==> config.mk <==
export PLATFORM = sky130hd
export DESIGN_NAME = shift_reg_univ_flat
export DESIGN_NICKNAME = d
export VERILOG_FILES = /design/src/rtl/shift_reg_univ_if.sv /design/src/rtl/shift_reg_univ.sv /design/src/flat_wrapper.sv
export SDC_FILE = /design/constraint.sdc
export NUM_CORES = 1
export LEC_CHECK = 0
export CORE_MARGIN = 5
export CORE_UTILIZATION = 24
export CTS_CLUSTER_DIAMETER = 80
export DETAILED_ROUTE_END_ITERATION = 7
export SKIP_LAST_GASP = 1
export SLEW_MARGIN = 20
export SYNTH_ARGS = -nofsm -noshare
export SYNTH_HDL_FRONTEND = slang
export SYNTH_SLANG_ARGS = --single-unit
==> constraint.sdc <==
create_clock -name i_clk -period 2.75 [get_ports i_clk]
set_clock_uncertainty 0.15 [all_clocks]
set_input_delay 0.4125 -clock i_clk [delete_from_list [all_inputs] [get_ports i_clk]]
set_output_delay 0.4125 -clock i_clk [all_outputs]
set_load 0.05 [all_outputs]
==> src/rtl/shift_reg_univ_if.sv <==
// Control/data bundle for the universal shift register.
// The master drives mode and data requests; the slave returns register state and status.
interface shift_reg_univ_if #(
    parameter int unsigned WIDTH = 8,
    parameter int unsigned CNT_W = 4
) ();
    logic [2:0]       mode;
    logic [WIDTH-1:0] d;
    logic             sin;
    logic             start;
    logic [CNT_W-1:0] nshift;
    logic [WIDTH-1:0] q;
    logic [WIDTH-1:0] qbar;
    logic             sout_l;
    logic             sout_r;
    logic             busy;
    logic             done;

    modport master (
        output mode, d, sin, start, nshift,
        input  q, qbar, sout_l, sout_r, busy, done
    );

    modport slave (
        input  mode, d, sin, start, nshift,
        output q, qbar, sout_l, sout_r, busy, done
    );
endinterface

==> src/rtl/shift_reg_univ.sv <==
// Universal register: per-cycle hold/shift/rotate/load/clear/set plus a counted burst
// engine that repeats one shift/rotate step nshift times and flags busy/done.
module shift_reg_univ #(
    parameter int unsigned     WIDTH     = 8,
    parameter int unsigned     CNT_W     = 4,
    parameter logic [WIDTH-1:0] RESET_VAL = '0
) (
    input  logic             i_clk,
    input  logic             i_rst,
    shift_reg_univ_if.slave  bus
);

    typedef enum logic [1:0] {StIdle, StRun, StDone} state_e;

    state_e           r_state;
    logic [WIDTH-1:0] r_q;
    logic [CNT_W-1:0] r_count;
    logic [2:0]       r_bmode;
    logic             r_done;
    logic             w_burst_mode;

    // Next register value for a given mode; burst modes never reach load/clear/set.
    function automatic logic [WIDTH-1:0] f_next(input logic [2:0]       m,
                                                input logic [WIDTH-1:0] q,
                                                input logic [WIDTH-1:0] d,
                                                input logic             s);
        logic [WIDTH-1:0] r;
        case (m)
            3'b000:  r = q;
            3'b001:  r = {q[WIDTH-2:0], s};
            3'b010:  r = {s, q[WIDTH-1:1]};
            3'b011:  r = {q[WIDTH-2:0], q[WIDTH-1]};
            3'b100:  r = {q[0], q[WIDTH-1:1]};
            3'b101:  r = d;
            3'b110:  r = '0;
            default: r = '1;
        endcase
        return r;
    endfunction

    // Only shift and rotate modes can launch a burst.
    assign w_burst_mode = (bus.mode >= 3'b001) && (bus.mode <= 3'b100);

    // Burst FSM and register state; done is registered alongside the DONE state.
    always_ff @(posedge i_clk) begin
        if (i_rst) begin
            r_state <= StIdle;
            r_q     <= RESET_VAL;
            r_count <= '0;
            r_bmode <= 3'b000;
            r_done  <= 1'b0;
        end else begin
            r_done <= 1'b0;
            case (r_state)
                StIdle: begin
                    if (bus.start && w_burst_mode) begin
                        r_bmode <= bus.mode;
                        if (bus.nshift == '0) begin
                            r_state <= StDone;
                            r_done  <= 1'b1;
                        end else begin
                            r_q <= f_next(bus.mode, r_q, bus.d, bus.sin);
                            if (bus.nshift == CNT_W'(1)) begin
                                r_state <= StDone;
                                r_done  <= 1'b1;
                            end else begin
                                r_count <= bus.nshift - CNT_W'(1);
                                r_state <= StRun;
                            end
                        end
                    end else begin
                        r_q <= f_next(bus.mode, r_q, bus.d, bus.sin);
                    end
                end
                StRun: begin
                    r_q     <= f_next(r_bmode, r_q, bus.d, bus.sin);
                    r_count <= r_count - CNT_W'(1);
                    if (r_count == CNT_W'(1)) begin
                        r_state <= StDone;
                        r_done  <= 1'b1;
                    end
                end
                default: begin
                    r_state <= StIdle;
                end
            endcase
        end
    end

    assign bus.q      = r_q;
    assign bus.qbar   = ~r_q;
    assign bus.sout_l = r_q[WIDTH-1];
    assign bus.sout_r = r_q[0];
    assign bus.busy   = (r_state != StIdle);
    assign bus.done   = r_done;

endmodule
==> src/flat_wrapper.sv <==
// flat-port wrapper written by rule: the top's interface ports become plain ports
module shift_reg_univ_flat 
#(
    parameter int unsigned     WIDTH     = 8,
    parameter int unsigned     CNT_W     = 4,
    parameter logic [WIDTH-1:0] RESET_VAL = '0
)
  (i_clk, i_rst, bus_mode, bus_d, bus_sin, bus_start, bus_nshift, bus_q, bus_qbar, bus_sout_l, bus_sout_r, bus_busy, bus_done);
  shift_reg_univ_if #(.WIDTH(WIDTH), .CNT_W(CNT_W)) bus_i ();
  input  logic i_clk;
  input  logic i_rst;
  input wire logic [$bits(bus_i.mode)-1:0] bus_mode;
  input wire logic [$bits(bus_i.d)-1:0] bus_d;
  input wire logic [$bits(bus_i.sin)-1:0] bus_sin;
  input wire logic [$bits(bus_i.start)-1:0] bus_start;
  input wire logic [$bits(bus_i.nshift)-1:0] bus_nshift;
  output wire logic [$bits(bus_i.q)-1:0] bus_q;
  output wire logic [$bits(bus_i.qbar)-1:0] bus_qbar;
  output wire logic [$bits(bus_i.sout_l)-1:0] bus_sout_l;
  output wire logic [$bits(bus_i.sout_r)-1:0] bus_sout_r;
  output wire logic [$bits(bus_i.busy)-1:0] bus_busy;
  output wire logic [$bits(bus_i.done)-1:0] bus_done;
  assign bus_i.mode = bus_mode;
  assign bus_i.d = bus_d;
  assign bus_i.sin = bus_sin;
  assign bus_i.start = bus_start;
  assign bus_i.nshift = bus_nshift;
  assign bus_q = bus_i.q;
  assign bus_qbar = bus_i.qbar;
  assign bus_sout_l = bus_i.sout_l;
  assign bus_sout_r = bus_i.sout_r;
  assign bus_busy = bus_i.busy;
  assign bus_done = bus_i.done;
  shift_reg_univ #(.WIDTH(WIDTH), .CNT_W(CNT_W), .RESET_VAL(RESET_VAL)) u_core (.i_clk(i_clk), .i_rst(i_rst), .bus(bus_i));
endmodule
==> qor.log, run 1 <==
INFO  routing        first_iter_violations=158
INFO  placed_design  buffer_ports.inserted=38
INFO  run            max_cap_violations=0
INFO  cts            ctsResizeCount=0
INFO  setup_path     timing.critical_path.to_type=flop
INFO  placed_design  place_hpwl=3550µm
INFO  global_route   overflow=0
INFO  cts            insertion_delay=0.26ns
INFO  cells_and_area antenna_cells_inserted=0
INFO  synthesis      synth.most_common_cell=sky130_fd_sc_hd__dfxtp_1
INFO  pwr            power.leakage=0.000735µW
INFO  synthesis      register_bit_total_from_synthesis=18
INFO  setup_path     r2r_slack=0.68ns
INFO  synthesis      syn_nets=225
INFO  routing        drt_pre_antenna_iters=4
INFO  min_path       hp-class=flop to flop
INFO  cells_and_area stdcell_area=2050µm²
INFO  setup_path     timing.rr.end=u_core.bus.q[6]
INFO  routing        postRouteAntennaNets=0
INFO  global_route   antenna_found_initial=0
INFO  sta            finalCriticalPeriod=2.32ns
INFO  setup_path     critical_path.reg2reg.startpoint=u_core.r_state[1]
INFO  setup_path     critical_path_required=2.80ns
INFO  floorplan      die-height=90.8µm
INFO  synthesis      ys_top_cells_by_area=sky130_fd_sc_hd__dfxtp_1, sky130_fd_sc_hd__a32o_1, sky130_fd_sc_hd__nand3b_1, sky130_fd_sc_hd__a21oi_1, sky130_fd_sc_hd__ha_1
INFO  cts            cts_root_buf=sky130_fd_sc_hd__clkbuf_8
INFO  setup_path     crit_path_max_fanout=8
INFO  floorplan      initial_utilization=0.247
INFO  placed_design  routability_cong=0.818
INFO  floorplan      die_w=90.8µm
INFO  synthesis      synth_area=1570µm²
INFO  sta            setup_total_negative_slack=0ns
INFO  synthesis      synth_sequential_area_ratio=0.230
INFO  synthesis      postSynth.topFlopCell=sky130_fd_sc_hd__dfxtp_1
INFO  sta            timing_hold_violations_final=0
INFO  synthesis      async_reset_ff_frac=0
INFO  routing        route.detailed.vias_per_inst=5.38
INFO  pwr            irDropWorstVdd=0.191mV
INFO  global_route   grt_first_pass_wirelength=7830µm
INFO  global_route   first_global_vias=1563
INFO  global_route   gr-usage-all-layers=0.114
INFO  synthesis      synth_commonest_cells=sky130_fd_sc_hd__dfxtp_1, sky130_fd_sc_hd__inv_1, sky130_fd_sc_hd__a21oi_1
INFO  min_path       hold_start=u_core.r_count[0]
INFO  cts            cts.sink_count=18
INFO  cts            htree_num_levels=1
INFO  min_path       min_delay_worst_endpoint=u_core.r_count[0]
INFO  status         run_status=finished clean
INFO  cts            cts.path.max_buffers=2
INFO  floorplan      floorplan.die_area=8240µm²
INFO  setup_path     critical_path_arrival=2.37ns
INFO  synthesis      synth-edff-count=0
INFO  synthesis      netlist-cell-type-count=51
INFO  sta            least_margin_pin_slew=0.732ns
INFO  global_route   largest_net_degree_at_the_start_of_global_routing=23
INFO  setup_path     path_class=input port to flop
INFO  sta            min_period_over_period=0.844
INFO  placed_design  post_dp_cell_area=2000µm²
INFO  cells_and_area ratio_of_cells_with_drive_above_1_in_the_final_layout=0.0905
INFO  floorplan      row_count=29
INFO  pwr            power_density=521nW/µm²
INFO  cells_and_area final-seq-area=360µm²
INFO  floorplan      floorplan.io_pins=39
INFO  sta            final-setup-viol-count=0
INFO  cells_and_area layout.nets=257
INFO  min_path       holdPathStages=1
INFO  routing        drt-total-wl=4830µm
INFO  cts            cts-hold-fix-buffers=0
INFO  sta            max_slew_margin=0.512
INFO  cells_and_area num-fill-cells=669
INFO  sta            maxSlewViolCount=0
INFO  cts            cts_inserted_buffers=3
INFO  synthesis      syn_inst=201
INFO  sta            clock.fmax=0.431GHz
INFO  routing        drt-wirelength-per-cell=15.6µm
INFO  setup_path     reg2reg_depth=4
INFO  cts            tritoncts=built
INFO  cells_and_area multi_input_area=1060µm²
INFO  cts            cts.reportedPaths.clkPinSlew=0.07ns
INFO  routing        num_vias=1662
INFO  synthesis      yosys_warnings=0
INFO  floorplan      core_area=6350µm²
INFO  cells_and_area syn2layout_area_growth=31.1%
INFO  synthesis      post-synth-top-area-fraction=0.230
INFO  synthesis      synth_area_per_cell=7.79µm²
INFO  cts            post_cts.repair.setup_buffers=0
INFO  synthesis      post-synth-top-area-cell=sky130_fd_sc_hd__dfxtp_1
INFO  routing        post-route-drc-count=0
INFO  sta            grt_setup_unrepaired=no
INFO  setup_path     setup.worst_path.start_class=input port
## state kept, by name, summed over array words and instances, names as in the netlist
| register | flops |
|---|---|
| u_core.bus.q | 8 |
| u_core.r_count | 4 |
| u_core.r_bmode | 3 |
| u_core.r_state | 2 |
| u_core.bus.done | 1 |
## stage by stage
step	cells	worst slack [ns]	total power, µW	util	hold slack (ns)
detailed placement	305	0.212	852	0.315	0.389
finish	309	0.430	1070	0.323	0.414
global placement	305	0.284	850	0.315	0.383
CTS	309	0.477	1080	0.323	0.399
global route	309	0.303	1130	0.323	0.426
floorplan	201	0.748	687	-	0.343
## layout make-up
| cell class | instances | share of cell area |
|---|---|---|
| inverters | 14 | 0.0256 |
| multi-input cells | 151 | 0.514 |
| flip-flops and latches | 18 | 0.176 |
| repair buffers | 45 | 0.211 |
| clock buffers | 4 | 0.0268 |
| well taps | 77 | 0.0469 |
## metal layers
| metal | vias to the layer above | GRT usage | part of all wire |
|---|---|---|---|
| met5 | - | 0 | 0 |
| met2 | 51 | 0.176 | 0.45 |
| met1 | 779 | 0.161 | 0.48 |
| li1 | 826 | - | - |
| met3 | 6 | 0.0150 | 0.057 |
| met4 | 0 | 0.0403 | 0.015 |
## power by group
| part | internal (µW) | total, µW | switching (µW) |
|---|---|---|---|
| Combinational | 197 | 501 | 304 |
| Sequential | 292 | 347 | 55.5 |
| Clock | 127 | 222 | 94.2 |
## layout by cell type (no fill, tap or decap), types with 2 or more instances in the layout
cell | Yosys | routed
sky130_fd_sc_hd__clkdlybuf4s50_1 | 0 | 38
sky130_fd_sc_hd__dfxtp_1 | 18 | 18
sky130_fd_sc_hd__inv_1 | 14 | 14
sky130_fd_sc_hd__a21oi_1 | 13 | 13
sky130_fd_sc_hd__nand3_1 | 11 | 11
sky130_fd_sc_hd__o21ai_0 | 11 | 11
sky130_fd_sc_hd__nor2_1 | 10 | 10
sky130_fd_sc_hd__nand3b_1 | 9 | 9
sky130_fd_sc_hd__nand2b_1 | 8 | 8
sky130_fd_sc_hd__nand2_1 | 8 | 8
sky130_fd_sc_hd__a32o_1 | 8 | 8
sky130_fd_sc_hd__buf_4 | 2 | 7
sky130_fd_sc_hd__nor3_1 | 6 | 6
sky130_fd_sc_hd__o221ai_1 | 5 | 5
sky130_fd_sc_hd__a221o_1 | 5 | 5
sky130_fd_sc_hd__ha_1 | 5 | 5
sky130_fd_sc_hd__o31ai_1 | 4 | 4
sky130_fd_sc_hd__a31oi_1 | 4 | 4
sky130_fd_sc_hd__clkbuf_8 | 0 | 4
sky130_fd_sc_hd__nand4_1 | 3 | 3
sky130_fd_sc_hd__o211ai_1 | 3 | 3
sky130_fd_sc_hd__nor3b_1 | 3 | 3
sky130_fd_sc_hd__mux2_2 | 3 | 3
sky130_fd_sc_hd__mux2i_1 | 2 | 2
sky130_fd_sc_hd__xor2_1 | 2 | 2
sky130_fd_sc_hd__nor2b_1 | 2 | 2
sky130_fd_sc_hd__or3_1 | 2 | 2
sky130_fd_sc_hd__o21a_1 | 2 | 2
## cells by family (layout without fill, tap and decap cells)
| group | after synthesis | in the layout | share of synthesized area |
|---|---|---|---|
| AND/OR/NAND/NOR | 70 | 70 | 0.261 |
| buffers and inverters | 32 | 63 | 0.0958 |
| flip-flops | 18 | 18 | 0.230 |
| adder cells (fa/ha/maj) | 6 | 6 | 0.0463 |
| XOR/XNOR | 3 | 3 | 0.0168 |
| AO/OA/AOI/OAI | 67 | 67 | 0.316 |
| multiplexers | 5 | 5 | 0.0343 |
## worst max-delay path by stage
stage	startpoint	slack (ns)	endpoint	cells past startpoint
after CTS	bus_nshift[0]	0.48	u_core.bus.q[6]	7
after detailed placement	bus_nshift[0]	0.21	u_core.bus.q[2]	7
after floorplan	u_core.bus.q[1]	0.75	u_core.bus.q[0]	4
after global routing	bus_nshift[0]	0.30	u_core.bus.q[3]	7
final	bus_nshift[0]	0.43	u_core.bus.q[6]	7
after global placement	bus_nshift[0]	0.28	u_core.bus.q[3]	7
## worst max-delay path: stages
cell and delay [ns]:
sky130_fd_sc_hd__clkdlybuf4s50_1 0.45, sky130_fd_sc_hd__inv_1 0.14, sky130_fd_sc_hd__ha_1 0.18, sky130_fd_sc_hd__nor3b_1 0.22, sky130_fd_sc_hd__nand4_1 0.14, sky130_fd_sc_hd__a21oi_1 0.62, sky130_fd_sc_hd__a32o_1 0.21
Power figures use the tool's default switching activity.
==> run 2: changes to the inputs <==
==> constraint.sdc (replaced) <==
create_clock -name i_clk -period 1.96 [get_ports i_clk]
set_clock_uncertainty 0.15 [all_clocks]
set_input_delay 0.294 -clock i_clk [delete_from_list [all_inputs] [get_ports i_clk]]
set_output_delay 0.294 -clock i_clk [all_outputs]
set_load 0.05 [all_outputs]
==> qor.log, run 2 (same netlist as run 1, synthesis figures left out) <==
INFO  status         run_status=finished clean
INFO  placed_design  routability_cong=0.769
INFO  floorplan      core_area=6350µm²
INFO  cts            insertion_delay=0.26ns
INFO  cells_and_area syn2layout_area_growth=39.6%
INFO  floorplan      row_count=29
INFO  cells_and_area final_common_cell=sky130_fd_sc_hd__buf_4
INFO  cells_and_area layout.nets=278
INFO  routing        first_iter_violations=92
INFO  floorplan      die_w=90.8µm
INFO  global_route   overflow=0
INFO  floorplan      die-height=90.8µm
INFO  routing        drt-total-wl=5150µm
INFO  global_route   antenna_found_initial=0
INFO  setup_path     critical_path_required=1.96ns
INFO  cells_and_area ratio_of_cells_with_drive_above_1_in_the_final_layout=0.261
INFO  sta            min_period_over_period=0.976
INFO  routing        route.detailed.vias_per_inst=5.32
INFO  global_route   largest_net_degree_at_the_start_of_global_routing=15
INFO  sta            setup_total_negative_slack=0ns
INFO  routing        num_vias=1754
INFO  sta            max_slew_margin=0.645
INFO  global_route   first_global_vias=1681
INFO  sta            grt_setup_unrepaired=yes
INFO  sta            least_margin_pin_slew=0.528ns
INFO  sta            clock.fmax=0.523GHz
INFO  cts            cts_inserted_buffers=3
INFO  placed_design  place_hpwl=3880µm
INFO  cells_and_area antenna_cells_inserted=0
INFO  sta            final-setup-viol-count=0
INFO  setup_path     critical_path_arrival=1.91ns
INFO  pwr            power_density=705nW/µm²
INFO  cells_and_area stdcell_count=330
INFO  sta            maxSlewViolCount=0
INFO  global_route   grt_first_pass_wirelength=8250µm
INFO  setup_path     path_class=input port to flop
INFO  routing        drt_pre_antenna_iters=5
INFO  cts            htree_num_levels=1
INFO  placed_design  dp_cells=324
INFO  floorplan      floorplan.die_area=8240µm²
INFO  routing        wl_met2=2440µm
INFO  sta            finalCriticalPeriod=1.91ns
INFO  setup_path     timing.critical_path.to_type=flop
INFO  run            max_cap_violations=0
INFO  floorplan      floorplan.io_pins=39
INFO  global_route   gr-usage-all-layers=0.119
INFO  sta            timing_hold_violations_final=0
INFO  routing        postRouteAntennaNets=0
INFO  cells_and_area mostFrequentLayoutCells=sky130_fd_sc_hd__buf_4, sky130_fd_sc_hd__clkdlybuf4s50_1, sky130_fd_sc_hd__dfxtp_1
INFO  routing        route.layer.met1.wl=2400µm
INFO  cells_and_area finish.utilization=0.344
INFO  setup_path     r2r_slack=0.17ns
INFO  placed_design  buffer_ports.inserted=38
INFO  setup_path     crit_path_max_fanout=13
INFO  setup_path     setup.worst_path.start_class=input port
INFO  pwr            power.leakage=0.000873µW
INFO  pwr            irDropWorstVdd=0.440mV
INFO  routing        drt-wirelength-per-cell=15.6µm
INFO  cts            cts.path.max_buffers=2
INFO  routing        dr.max_layer_used=met4
INFO  cts            tritoncts=built
INFO  cts            cts.sink_count=18
INFO  cts            cts.reportedPaths.clkPinSlew=0.08ns
INFO  min_path       hp-class=flop to flop
INFO  cells_and_area largest_register_ffs=8
INFO  routing        met3_length=230µm
INFO  floorplan      initial_utilization=0.247
INFO  cts            cts_root_buf=sky130_fd_sc_hd__clkbuf_8
INFO  routing        post-route-drc-count=0
run 2: through the flow:
| stage | setup slack, ns | area, µm² | power [µW] | hold WS, ns |
|---|---|---|---|---|
| after floorplan | 0.0939 | 1570 | 964 | 0.336 |
| after global placement | -0.194 | 2100 | 1220 | 0.349 |
| after detailed placement | -0.232 | 2100 | 1220 | 0.354 |
| after CTS | 0.0150 | 2150 | 1540 | 0.371 |
| after global routing | -0.0324 | 2190 | 1620 | 0.389 |
| final | 0.0476 | 2190 | 1540 | 0.371 |
run 2: final cells by class:
type	count	area, µm²
multi-input combinational	151	1070
inverter	14	52.6
tap	77	96.3
clock buffer	4	55.1
fill	669	4160
sequential	18	362
timing repair buffer	66	551
run 2: path summary, 6_finish.rpt:
check,from,endpoint,depth (start not counted)
setup / recovery,bus_mode[1],u_core.bus.q[5],6
hold / removal,u_core.bus.q[1],u_core.bus.q[1],1
setup reg to reg,u_core.r_state[1],u_core.bus.q[5],5
hold reg to reg,u_core.bus.q[1],u_core.bus.q[1],1
run 2: what timing repair did:
item / CTS / global route
endpoints found under the setup margin: 0 / 12
resized for setup: 0 / 9
hold buffers: 0 / 0
setup buffers: 0 / 2
run 2: critical path: stages:
cell and delay (ns):
sky130_fd_sc_hd__clkdlybuf4s50_1 0.51, sky130_fd_sc_hd__buf_4 0.22, sky130_fd_sc_hd__xnor2_1 0.13, sky130_fd_sc_hd__nor2_1 0.12, sky130_fd_sc_hd__a221o_1 0.38, sky130_fd_sc_hd__a32o_1 0.26
run 2: layer usage:
layer,vias to the layer above,global-route usage
met5,-,0
met4,0,0.0208
met3,8,0.0258
met2,47,0.206
met1,831,0.154
li1,868,-
run 2: where the power goes:
group / switching, µW / internal (µW)
Clock: 139 / 179
Combinational: 451 / 295
Sequential: 68.2 / 410
Total: 658 / 884
==> run 3: changes to the inputs <==
--- a/config.mk
+++ b/config.mk
@@ -6,9 +6,10 @@
 export NUM_CORES = 1
 export LEC_CHECK = 0
 export CORE_MARGIN = 5
-export CORE_UTILIZATION = 24
+export CORE_UTILIZATION = 40
 export CTS_CLUSTER_DIAMETER = 80
 export DETAILED_ROUTE_END_ITERATION = 7
+export PLACE_DENSITY = 0.7
 export SKIP_LAST_GASP = 1
 export SLEW_MARGIN = 20
 export SYNTH_ARGS = -nofsm -noshare
==> qor.log, run 3 (same netlist as run 1, synthesis figures left out) <==
INFO  routing        drt_pre_antenna_iters=4
INFO  cts            cts_root_buf=sky130_fd_sc_hd__clkbuf_8
INFO  setup_path     critical_path_required=1.96ns
INFO  sta            timing_hold_violations_final=0
INFO  routing        post-route-drc-count=0
INFO  cells_and_area largest_register_ffs=8
INFO  floorplan      die-height=72.6µm
INFO  setup_path     crit_path_start=bus_mode[1]
INFO  sta            maxSlewViolCount=0
INFO  routing        postRouteAntennaNets=0
INFO  sta            fin_ws=0.0385ns
INFO  setup_path     timing.critical_path.slowest_stage_cell=sky130_fd_sc_hd__clkdlybuf4s50_1
INFO  run            max_cap_violations=0
INFO  cts            cts-hold-fix-buffers=0
INFO  placed_design  routability_cong=0.851
INFO  global_route   grt_first_pass_wirelength=7580µm
INFO  global_route   first_global_vias=1507
INFO  global_route   gr-usage-all-layers=0.180
INFO  min_path       hp-class=flop to flop
INFO  routing        num_vias=1770
INFO  cts            tritoncts=built
INFO  sta            least_margin_pin_slew=0.490ns
INFO  floorplan      initial_utilization=0.422
INFO  pwr            post-layout-total-power=1540µW
INFO  placed_design  buffer_ports.inserted=38
INFO  placed_design  place_worst_setup_slack=-0.219ns
INFO  floorplan      floorplan.io_pins=39
INFO  sta            clock.fmax=0.520GHz
INFO  status         run_status=finished clean
INFO  sta            finalCriticalPeriod=1.92ns
INFO  global_route   overflow=0
INFO  sta            worst_hold_slack=0.371ns
INFO  pwr            power_density=704nW/µm²
INFO  setup_path     worstPathBufferInverterCount=2
INFO  setup_path     path_class=input port to flop
INFO  setup_path     critical_path.reg2reg.startpoint=u_core.r_bmode[2]
INFO  setup_path     path_delay_family=buffers and inverters
INFO  pwr            power.leakage=0.000897µW
INFO  cells_and_area mostFrequentLayoutCells=sky130_fd_sc_hd__buf_4, sky130_fd_sc_hd__clkdlybuf4s50_1, sky130_fd_sc_hd__dfxtp_1
INFO  setup_path     crit_path_cell_trace=clkdlybuf4s50_1, buf_4, xnor2_1, nor2_1, a221o_1, a32o_1
INFO  cts            cts_inserted_buffers=3
INFO  sta            min_period_over_period=0.980
INFO  setup_path     slowest_cell_delay_on_critical_path=0.45ns
INFO  cells_and_area final_common_cell=sky130_fd_sc_hd__buf_4
INFO  sta            setup_total_negative_slack=0ns
INFO  cells_and_area layout.nets=280
INFO  cts            cts.path.max_buffers=2
INFO  setup_path     r2r_slack=0.21ns
INFO  sta            final-setup-viol-count=0
INFO  cells_and_area antenna_cells_inserted=0
INFO  global_route   largest_net_degree_at_the_start_of_global_routing=15
INFO  cts            htree_num_levels=1
INFO  floorplan      floorplan.die_area=5270µm²
INFO  cts            cts.sink_count=18
INFO  setup_path     critical_path_arrival=1.93ns
INFO  global_route   antenna_found_initial=0
INFO  setup_path     crit_path_max_fanout=7
INFO  setup_path     setup.worst_path.start_class=input port
INFO  routing        drt-total-wl=4750µm
INFO  routing        route.detailed.vias_per_inst=5.84
INFO  cells_and_area syn2layout_area_growth=40.0%
INFO  cts            insertion_delay=0.26ns
INFO  sta            max_slew_margin=0.673
INFO  setup_path     timing.critical_path.to_type=flop
INFO  cells_and_area ratio_of_cells_with_drive_above_1_in_the_final_layout=0.282
INFO  min_path       hold_start=u_core.bus.q[1]
INFO  routing        drt-wirelength-per-cell=15.7µm
INFO  pwr            irDropWorstVdd=0.488mV
INFO  cts            cts.reportedPaths.clkPinSlew=0.07ns
INFO  routing        first_iter_violations=118
INFO  floorplan      die_w=72.6µm
INFO  floorplan      core_area=3720µm²
INFO  placed_design  place_hpwl=3610µm
INFO  floorplan      row_count=22
[run 3: cell types whose count changed in the layout (fill, tap and decap cells not counted), sizes merged]
cell	before	now
buf	46	49
clkdlybuf4s50	18	17
[run 3: worst register-to-register path, delay by kind of cell, from the launching register on]
family,cells,cell delay (ns)
flops,1,0.56
simple gates,1,0.42
compound gates,3,0.52
[run 3: what timing repair did]
| action | in CTS | in global routing |
|---|---|---|
| resized for setup | 0 | 12 |
| endpoints found under the hold margin | 0 | 0 |
| buffers inserted | 0 | 1 |
| endpoints found under the setup margin | 0 | 12 |
[run 3: layer usage]
layer | part of all wire | track usage
met4 | 0.015 | 0.0430
met5 | 0 | 0
met2 | 0.43 | 0.258
met3 | 0.076 | 0.0275
met1 | 0.48 | 0.277
[run 3: area by class of cell]
| class | count | area, µm² |
|---|---|---|
| multi-input combinational | 151 | 1090 |
| inverter | 14 | 52.6 |
| timing repair buffer | 68 | 576 |
| fill | 370 | 1520 |
| tap | 48 | 60.1 |
| clock buffer | 4 | 55.1 |
| sequential | 18 | 363 |
[run 3: final timing paths]
check                                  endpoint  cells after the start
worst max-delay path            u_core.bus.q[5]                      6
worst min-delay path            u_core.bus.q[1]                      1
worst max register to register  u_core.bus.q[3]                      4
worst min register to register  u_core.bus.q[1]                      1
[run 3: where the power goes]
group | switching (µW) | internal, µW
sequential | 74.2 | 411
combinational | 443 | 303
clock | 135 | 179
[run 3: per-stage QoR]
| step | cells | instance area (µm²) | util |
|---|---|---|---|
| floorplan | 201 | 1570 | - |
| global placement | 298 | 2090 | 0.563 |
| detailed placement | 298 | 2090 | 0.563 |
| CTS | 302 | 2150 | 0.578 |
| global route | 303 | 2190 | 0.590 |
| finish | 303 | 2190 | 0.590 |
